===== src/rtl/mem_access_ctrl_pkg.sv =====
// mem_access_ctrl_pkg: shared FSM state encoding and word-offset constant for the MEM-stage access controller
package mem_access_ctrl_pkg;

    typedef enum logic [1:0] {
        IDLE = 2'b00,
        BUSY = 2'b01,
        DONE = 2'b10
    } state_t;

    localparam int WORD_OFS = 2;

endpackage


===== src/rtl/mem_access_ctrl.sv =====
// mem_access_ctrl: MEM-stage data-memory request/ack controller with pipeline stall; DMEM_ALIGN_CHECK_EN enables misaligned-access trapping
module mem_access_ctrl
    import mem_access_ctrl_pkg::*;
#(
    parameter int ADDR_W = 32
) (
    input  logic              clk,
    input  logic              rst,
    input  logic [31:0]       ALUres_MEM,
    input  logic [31:0]       MemWd_MEM,
    input  logic              MemWrite_MEM,
    input  logic              load_MEM,
    output logic              mem_stall,
    output logic [31:0]       rdata_MEM,
    output logic              addr_err,
    output logic              dm_req,
    output logic              dm_we,
    output logic [ADDR_W-1:0] dm_addr,
    output logic [31:0]       dm_wdata,
    input  logic              dm_ack,
    input  logic [31:0]       dm_rdata
);

    state_t state, next_state;
    logic   op;
    logic   misaligned;
    logic   issue;

    assign op        = load_MEM | MemWrite_MEM;
    assign mem_stall = op & (state != DONE);
    assign issue     = (state == IDLE) & op & ~misaligned;

`ifdef DMEM_ALIGN_CHECK_EN
    assign misaligned = |ALUres_MEM[WORD_OFS-1:0];
    // misaligned flag is raised only for the DONE cycle that follows the trapped access
    always_ff @(posedge clk) begin
        if (rst)
            addr_err <= 1'b0;
        else
            addr_err <= (state == IDLE) & op & misaligned;
    end
`else
    logic unused_low_bits;
    assign unused_low_bits = &{1'b0, ALUres_MEM[WORD_OFS-1:0]};
    assign misaligned      = 1'b0;
    assign addr_err        = 1'b0;
`endif

    // state register
    always_ff @(posedge clk) begin
        state <= rst ? IDLE : next_state;
    end

    // next-state: one outstanding transaction, DONE always lasts exactly one cycle
    always_comb begin
        next_state = state;
        case (state)
            IDLE:    next_state = op ? (misaligned ? DONE : BUSY) : IDLE;
            BUSY:    next_state = dm_ack ? DONE : BUSY;
            DONE:    next_state = IDLE;
            default: next_state = IDLE;
        endcase
    end

    // memory port payload and load-data capture; payload is held untouched outside a new issue
    always_ff @(posedge clk) begin
        if (rst) begin
            dm_req    <= 1'b0;
            dm_we     <= 1'b0;
            dm_addr   <= '0;
            dm_wdata  <= '0;
            rdata_MEM <= '0;
        end else begin
            if (issue) begin
                dm_req   <= 1'b1;
                dm_we    <= MemWrite_MEM;
                dm_addr  <= {ALUres_MEM[ADDR_W-1:WORD_OFS], {WORD_OFS{1'b0}}};
                dm_wdata <= MemWd_MEM;
            end
            if ((state == BUSY) && dm_ack) begin
                dm_req <= 1'b0;
                if (!dm_we)
                    rdata_MEM <= dm_rdata;
            end
            if ((state == IDLE) && op && misaligned)
                rdata_MEM <= '0;
        end
    end

endmodule


===== config.mk =====
export PLATFORM = sky130hd
export DESIGN_NAME = mem_access_ctrl
export DESIGN_NICKNAME = d
export VERILOG_FILES = /design/src/rtl/mem_access_ctrl_pkg.sv /design/src/rtl/mem_access_ctrl.sv
export SDC_FILE = /design/constraint.sdc
export NUM_CORES = 1
export LEC_CHECK = 0
export CORE_MARGIN = 10
export CORE_UTILIZATION = 45
export CTS_BUF_LIST = sky130_fd_sc_hd__clkbuf_8
export CTS_CLUSTER_DIAMETER = 120
export DETAILED_ROUTE_END_ITERATION = 7
export GPL_ROUTABILITY_DRIVEN = 0
export GPL_TIMING_DRIVEN = 0
export PLACE_DENSITY = 0.84
export SLEW_MARGIN = 0
export SYNTH_ARGS = -nofsm -noshare
export SYNTH_HDL_FRONTEND = slang
export SYNTH_SLANG_ARGS = --single-unit

===== constraint.sdc =====
create_clock -name clk -period 1.85 [get_ports clk]
set_input_delay 0.555 -clock clk [delete_from_list [all_inputs] [get_ports clk]]
set_output_delay 0.555 -clock clk [all_outputs]
set_load 0.05 [all_outputs]

Word-level counts from Yosys, hierarchy flattened:

Cells that the tools add are included.

* register bits: 98
* output and inout port bits: 100
* word-level logic and storage cells: 19
* input port bits: 101

* reduce and logical (&&, ||, !) cells: 4
* equal/unequal tests: 2
* mux-type cells: 3
* bitwise operators: 4

Operator list (number)
* $pmux W2 S2: 1
* $and A1 B1 Y1: 2
* $eq A2 B1 Y1 const B: 1
* $logic_not A2 Y1: 1
* $mux W2: 1
* $ne A2 B2 Y1 const B: 1
* $reduce_and A2 Y1: 1
* $reduce_or A2 Y1: 1
* $logic_and A1 B1 Y1: 1
* $mux W1: 1
* $not A1 Y1: 1
* $or A1 B1 Y1: 1

Logic depth before layout (Yosys ltp):

Gate-level depths: netlist of run 1.

* depth in word-level cells: 3
* gate-level depth with buffers: 5
* mapped depth without buffers: 3

Worst setup path before layout of run 1:

Ideal clock, no wire load.

* kind: in2out
* start point: input port MemWrite_MEM
* end point: output port mem_stall
* path buffers: 0
* cell stages on the path: 2
* data required time: 1.295 ns
* slack: -0.075 ns
* arrival time: 1.370 ns
* path through: nor2_1 -> a21oi_1

* word-level cells in the longest chain between the ends: 2

RTL lines
* start: declaration: line mem_access_ctrl.sv:11 `input logic MemWrite_MEM,`
* $or A1 B1 Y1: line mem_access_ctrl.sv:29 `assign op = load_MEM | MemWrite_MEM;`
* $and A1 B1 Y1: line mem_access_ctrl.sv:30 `assign mem_stall = op & (state != DONE);`
* end: declaration: line mem_access_ctrl.sv:13 `output logic mem_stall,`

Every way passes these cells.

Worst setup path after layout of run 1:

* start point: register rdata_MEM[9]
* end point: output port rdata_MEM[9]

RTL lines
* start: declaration: line mem_access_ctrl.sv:14 `output logic [31:0] rdata_MEM,`
* start signal: assignment: line mem_access_ctrl.sv:83 `rdata_MEM <= dm_rdata;`

No word-level cell between the ends.

==> reports/results.ini, run 1 <==
[outcome]
run_status=complete, no violations

[synth]
syn_inst=434
synthArstFlopShare_pct=0
synthDistinctLibCells=22
synth_edf_count=0
yosysWarnings=0
ys_ff_latch=98
synthesis.area_um2=4200
avgSynthCellArea_um2=9.68
synthFlopType=dfxtp_1
yosysSeqAreaShare_pct=46.7

[setup_path]
critical-path-slowest-cell=dlygate4sd2_1
worst-path-stages=1
worstPathRequired_ns=1.29
cp-start-kind=flip-flop
crit_path_max_fanout=2
crit_arrival_ns=1.25
cp-end-kind=output port
crit_buf_inv=1
critical_path.cell_chain=dlygate4sd2_1
crit_type=flip-flop to output port
reg2reg_depth=4
cp_top_family=buffers and inverters
critPathMaxStageDelay_ns=0.54

[routing]
wirelength_um=12400
drc_errors=0
detail_route.iter0.violations=118
avgRoutedWirePerCell_um=16.5
first_pass_iters=4
vias_per_cell=4.74
vias=3583
ant_nets=0

[layout]
layout.nets=742
ff_latch_area_um2=1960
final_common_cell=nand2b_1
multiInputGateArea_um2=1960
fillers=738
final_area_um2=6380
layout_common_cells=nand2b_1, dfxtp_1, clkdlybuf4s50_1, nand2_1, mux2i_1
final_layout_size_suffix_gt1_share_pct=9.30
final_cells=756
area_delta_synth_final_pct=52.0
antenna_cells=0

[clock_network]
numClockSinks=98
cts-buffers-inserted=9
clock_latency_ns=0.35
cts.path.max_buffers=2
post_cts_buffers=0
cts_tree=yes
htreeDepth=3
clk_pin_slew_worst_paths_ns=0.09
cts-root-buf=clkbuf_8

[pwr]
peakVddDrop_mv=0.383
p_per_area_nw_per_um2=825
p_leak_nw=2.79
total_power_w=0.00526

[placed_design]
portBuffers=194
dp.cells=741
hpwl_um=9920
pre_cts_slack_ns=-0.774
dpl_cell_area_um2=6290

[sta]
max_freq_mhz=553
drv_slew=0
final.setup_skew_ns=0.0131
fin_crit_ns=1.81
hold_viol=0
worst_slack_ns=0.0424
post-route-period-util_pct=97.7
tns_ns=0
setup_viol=0
worstMarginPinSlew_ns=0.542
relSlewSlack_pct=64.0
rsz0062_at_grt=no

[die]
rows=35
io_pins=201
die_w_um=117
initial_core_util_pct=45.9
die-area_um2=13600
core-area_um2=9150
fp.dieH_um=117

[grt]
grt_pass1_vias=3660
track_usage_pct=17.6
grt_max_degree=16
antenna_found_initial=0
grt_overflow=0
grt_pass1_wl_um=19000

[hold_path]
hp-class=flip-flop to flip-flop
min_path_cells=2

[run]
max-cap-violations=0

==> state kept, by name, indices dropped and copies added (netlist names) <==
register and cells:
rdata_MEM 32, dm_wdata 32, state 2, dm_we 1
dm_addr 30, dm_req 1
==> stage by stage <==
| step | util (%) | hold WS, ns |
|---|---|---|
| 6_report | 69.7 | 0.457 |
| 5_1_grt | 69.7 | 0.478 |
| 4_1_cts | 69.5 | 0.456 |
| 3_5_place_dp | 68.7 | 0.447 |
| 3_3_place_gp | 68.7 | 0.442 |
| 2_1_floorplan | - | 0.606 |
==> worst reg2reg max path: stages, from the launching register on <==
cell,delay [ns]
dfxtp_1,0.39
nor3_2,0.22
buf_6,0.20
buf_6,0.19
mux2i_1,0.21
==> cell usage after synthesis, types with 2 or more instances <==
library cell / n / share of area [%]
a21oi_1: 26 / 3.1
a21oi_2: 9 / 1.9
buf_2: 5 / 0.60
buf_4: 3 / 0.54
buf_6: 13 / 3.5
buf_8: 3 / 1.1
clkbuf_1: 12 / 1.1
dfxtp_1: 98 / 47
mux2i_1: 62 / 15
nand2_1: 65 / 5.8
nand2b_1: 126 / 19
nor2_1: 2 / 0.18
==> cell type report <==
class                   instances  area share, %
well taps                     111           2.18
clock buffers                   9           1.94
flip-flops and latches         98           30.8
inverters                       1         0.0588
clock inverters                 6          0.941
multi-input cells             301           30.8
repair buffers                194           28.9
plain buffers                  36           4.45
==> worst paths after layout <==
check | startpoint | endpoint | slack, ns
setup / recovery | rdata_MEM[9]$_SDFFE_PP0P_ | rdata_MEM[9] | 0.04
hold / removal | rdata_MEM[19]$_SDFFE_PP0P_ | rdata_MEM[19]$_SDFFE_PP0P_ | 0.46
setup reg to reg | state[1]$_SDFF_PP0_ | dm_wdata[19]$_SDFFE_PP0P_ | 0.58
hold reg to reg | rdata_MEM[19]$_SDFFE_PP0P_ | rdata_MEM[19]$_SDFFE_PP0P_ | 0.46
==> report_power, final <==
| group | internal [W] | total (W) | switching, W |
|---|---|---|---|
| Combinational | 0.000609 | 0.00156 | 0.000952 |
| Sequential | 0.00227 | 0.00236 | 0.0000883 |
| Clock | 0.000612 | 0.00134 | 0.000730 |
==> layer usage <==
| layer | track usage [%] | part of all wire (%) | wire length [µm] |
|---|---|---|---|
| met2 | 29.4 | 48 | 5940 |
| met4 | 3.95 | 0.79 | 98 |
| met5 | 0 | 0 | 0 |
| met1 | 18.8 | 38 | 4790 |
| met3 | 10.2 | 13 | 1620 |
==> repair_timing <==
action                     4_1_cts  5_1_grt
hold buffers                     0        0
resized for setup              107       47
setup endpoints to repair       97       41
==> cell families after synthesis <==
family          after synthesis  share of synthesized area [%]
compound gates               37                           5.36
buf+inv                      37                           6.85
flops                        98                           46.7
mux                          62                           14.8
other cells                   1                         0.0893
simple gates                199                           26.2
No activity file was read; power rests on OpenSTA's default activity.
==> run 2: changes to the inputs <==
--- a/config.mk
+++ b/config.mk
@@ -6,13 +6,14 @@
 export NUM_CORES = 1
 export LEC_CHECK = 0
 export CORE_MARGIN = 10
-export CORE_UTILIZATION = 45
+export CORE_UTILIZATION = 42
 export CTS_BUF_LIST = sky130_fd_sc_hd__clkbuf_8
 export CTS_CLUSTER_DIAMETER = 120
 export DETAILED_ROUTE_END_ITERATION = 7
 export GPL_ROUTABILITY_DRIVEN = 0
 export GPL_TIMING_DRIVEN = 0
-export PLACE_DENSITY = 0.84
+export MAX_ROUTING_LAYER = met4
+export PLACE_DENSITY = 0.79
 export SLEW_MARGIN = 0
 export SYNTH_ARGS = -nofsm -noshare
 export SYNTH_HDL_FRONTEND = slang
==> constraint.sdc (replaced) <==
create_clock -name clk -period 1.78 [get_ports clk]
set_input_delay 0.534 -clock clk [delete_from_list [all_inputs] [get_ports clk]]
set_output_delay 0.534 -clock clk [all_outputs]
set_load 0.05 [all_outputs]
==> run 2 against run 1 <==
  * Sequential power up 4%
  * Cell area up 1.2%
  * Wire length up 1.6%
  * Cell count up 3.0%
  * Worst hold slack better by 0.0058 ns
  * Non-clock buffer count unchanged
  * Count of clock-buffer cells in the layout unchanged
  * Via count up 1.4%
  * Power up 4.0%
  * Largest cell class unchanged
==> reports/results.ini, run 2 (synthesis results as in run 1) <==
[sta]
drv_slew=0
fin_crit_ns=1.74
post-route-period-util_pct=98.0
hold_viol=0
final.setup_skew_ns=0.0134
rsz0062_at_grt=no
setup_viol=0
max_freq_mhz=573

[layout]
antenna_cells=0
final_common_cell=nand2b_1
final_layout_size_suffix_gt1_share_pct=22.9
layout.nets=742
area_delta_synth_final_pct=53.8
layout_common_cells=nand2b_1, dfxtp_1, clkdlybuf4s50_1, clkdlybuf4s15_2, nand2_1
final_area_um2=6460
final_cells=779
top_regs=dm_wdata x32, rdata_MEM x32, dm_addr x30

[clock_network]
cts-buffers-inserted=9
post_cts_buffers=0
clock_latency_ns=0.38
cts.path.max_buffers=2
cts_hold_buf=0
htreeDepth=3
cts-root-buf=clkbuf_8
numClockSinks=98
clk_pin_slew_worst_paths_ns=0.09
cts_tree=yes

[setup_path]
cp_top_family=buffers and inverters
critical_path.cell_chain=clkdlybuf4s15_1
reg2reg_depth=4
worstPathRequired_ns=1.25
cp-end-kind=output port
crit_path_max_fanout=2
crit_type=flip-flop to output port
cp-start-kind=flip-flop
crit_buf_inv=1
critical-path-slowest-cell=clkdlybuf4s15_1
critPathMaxStageDelay_ns=0.51
crit_arrival_ns=1.21
worst-path-stages=1

[routing]
detail_route.iter0.violations=128
vias_per_cell=4.66
vias=3632
drc_errors=0
ant_nets=0
wirelength_um=12600
avgRoutedWirePerCell_um=16.2
first_pass_iters=5

[run]
max-cap-violations=0

[hold_path]
min_path_cells=2
hp-class=flip-flop to flip-flop

[placed_design]
dpl_cell_area_um2=6320
portBuffers=194
hpwl_um=10000
dp.cells=763

[die]
die-area_um2=14400
die_w_um=120
io_pins=201
rows=36
initial_core_util_pct=43.0
fp.dieH_um=120
core-area_um2=9770

[grt]
track_usage_pct=17.8
antenna_found_initial=0
grt_max_degree=19
grt_pass1_vias=3938
grt_overflow=0
grt_pass1_wl_um=20200

[pwr]
p_leak_nw=2.57
peakVddDrop_mv=0.427
p_per_area_nw_per_um2=847

[outcome]
run_status=complete, no violations

run 2: cell type report:
class,instances,area (µm²)
Fill cell,820,3320
Tap cell,133,166
Clock buffer,9,124
Multi-Input combinational cell,301,1960
Buffer,36,284
Sequential cell,98,1960
Inverter,1,3.75
Timing Repair Buffer,194,1890
Clock inverter,7,58.8
run 2: final timing paths:
kind	start	end	slack (ns)
setup reg to reg	state[1]$_SDFF_PP0_	dm_addr[5]$_SDFFE_PP0P_	0.49
hold / removal	rdata_MEM[23]$_SDFFE_PP0P_	rdata_MEM[23]$_SDFFE_PP0P_	0.46
setup / recovery	rdata_MEM[30]$_SDFFE_PP0P_	rdata_MEM[30]	0.04
hold reg to reg	rdata_MEM[23]$_SDFFE_PP0P_	rdata_MEM[23]$_SDFFE_PP0P_	0.46
run 2: what timing repair did:
action | 4_1_cts | 5_1_grt
pin swaps | 0 | 0
gates resized for setup | 267 | 28
endpoints found under the setup margin | 97 | 28
cloned | 0 | 0
run 2: through the flow:
stage          setup TNS (ns)  hold WS (ns)  util [%]  total power [W]  worst slack [ns]
3_5_place_dp            -9.45         0.449      64.6          0.00425            -0.812
4_1_cts                     0         0.462      67.4          0.00556           0.00117
3_3_place_gp            -9.27         0.442      64.6          0.00422            -0.834
2_1_floorplan               0         0.606         -          0.00357             0.207
6_report                    0         0.463      66.1          0.00547            0.0351
5_1_grt                     0         0.482      66.1          0.00574           0.00208
run 2: per-layer routing:
metal	track usage (%)	share of wire [%]
met5	-	0
met3	7.31	10
met1	19.9	42
met2	28.6	46
met4	5.51	1.3
run 2: where the power goes:
group | total (W) | internal (W) | switching, W
clock network | 0.00136 | 0.000528 | 0.000832
logic | 0.00166 | 0.000662 | 0.000995
registers | 0.00245 | 0.00236 | 0.0000931
total | 0.00547 | 0.00355 | 0.00192
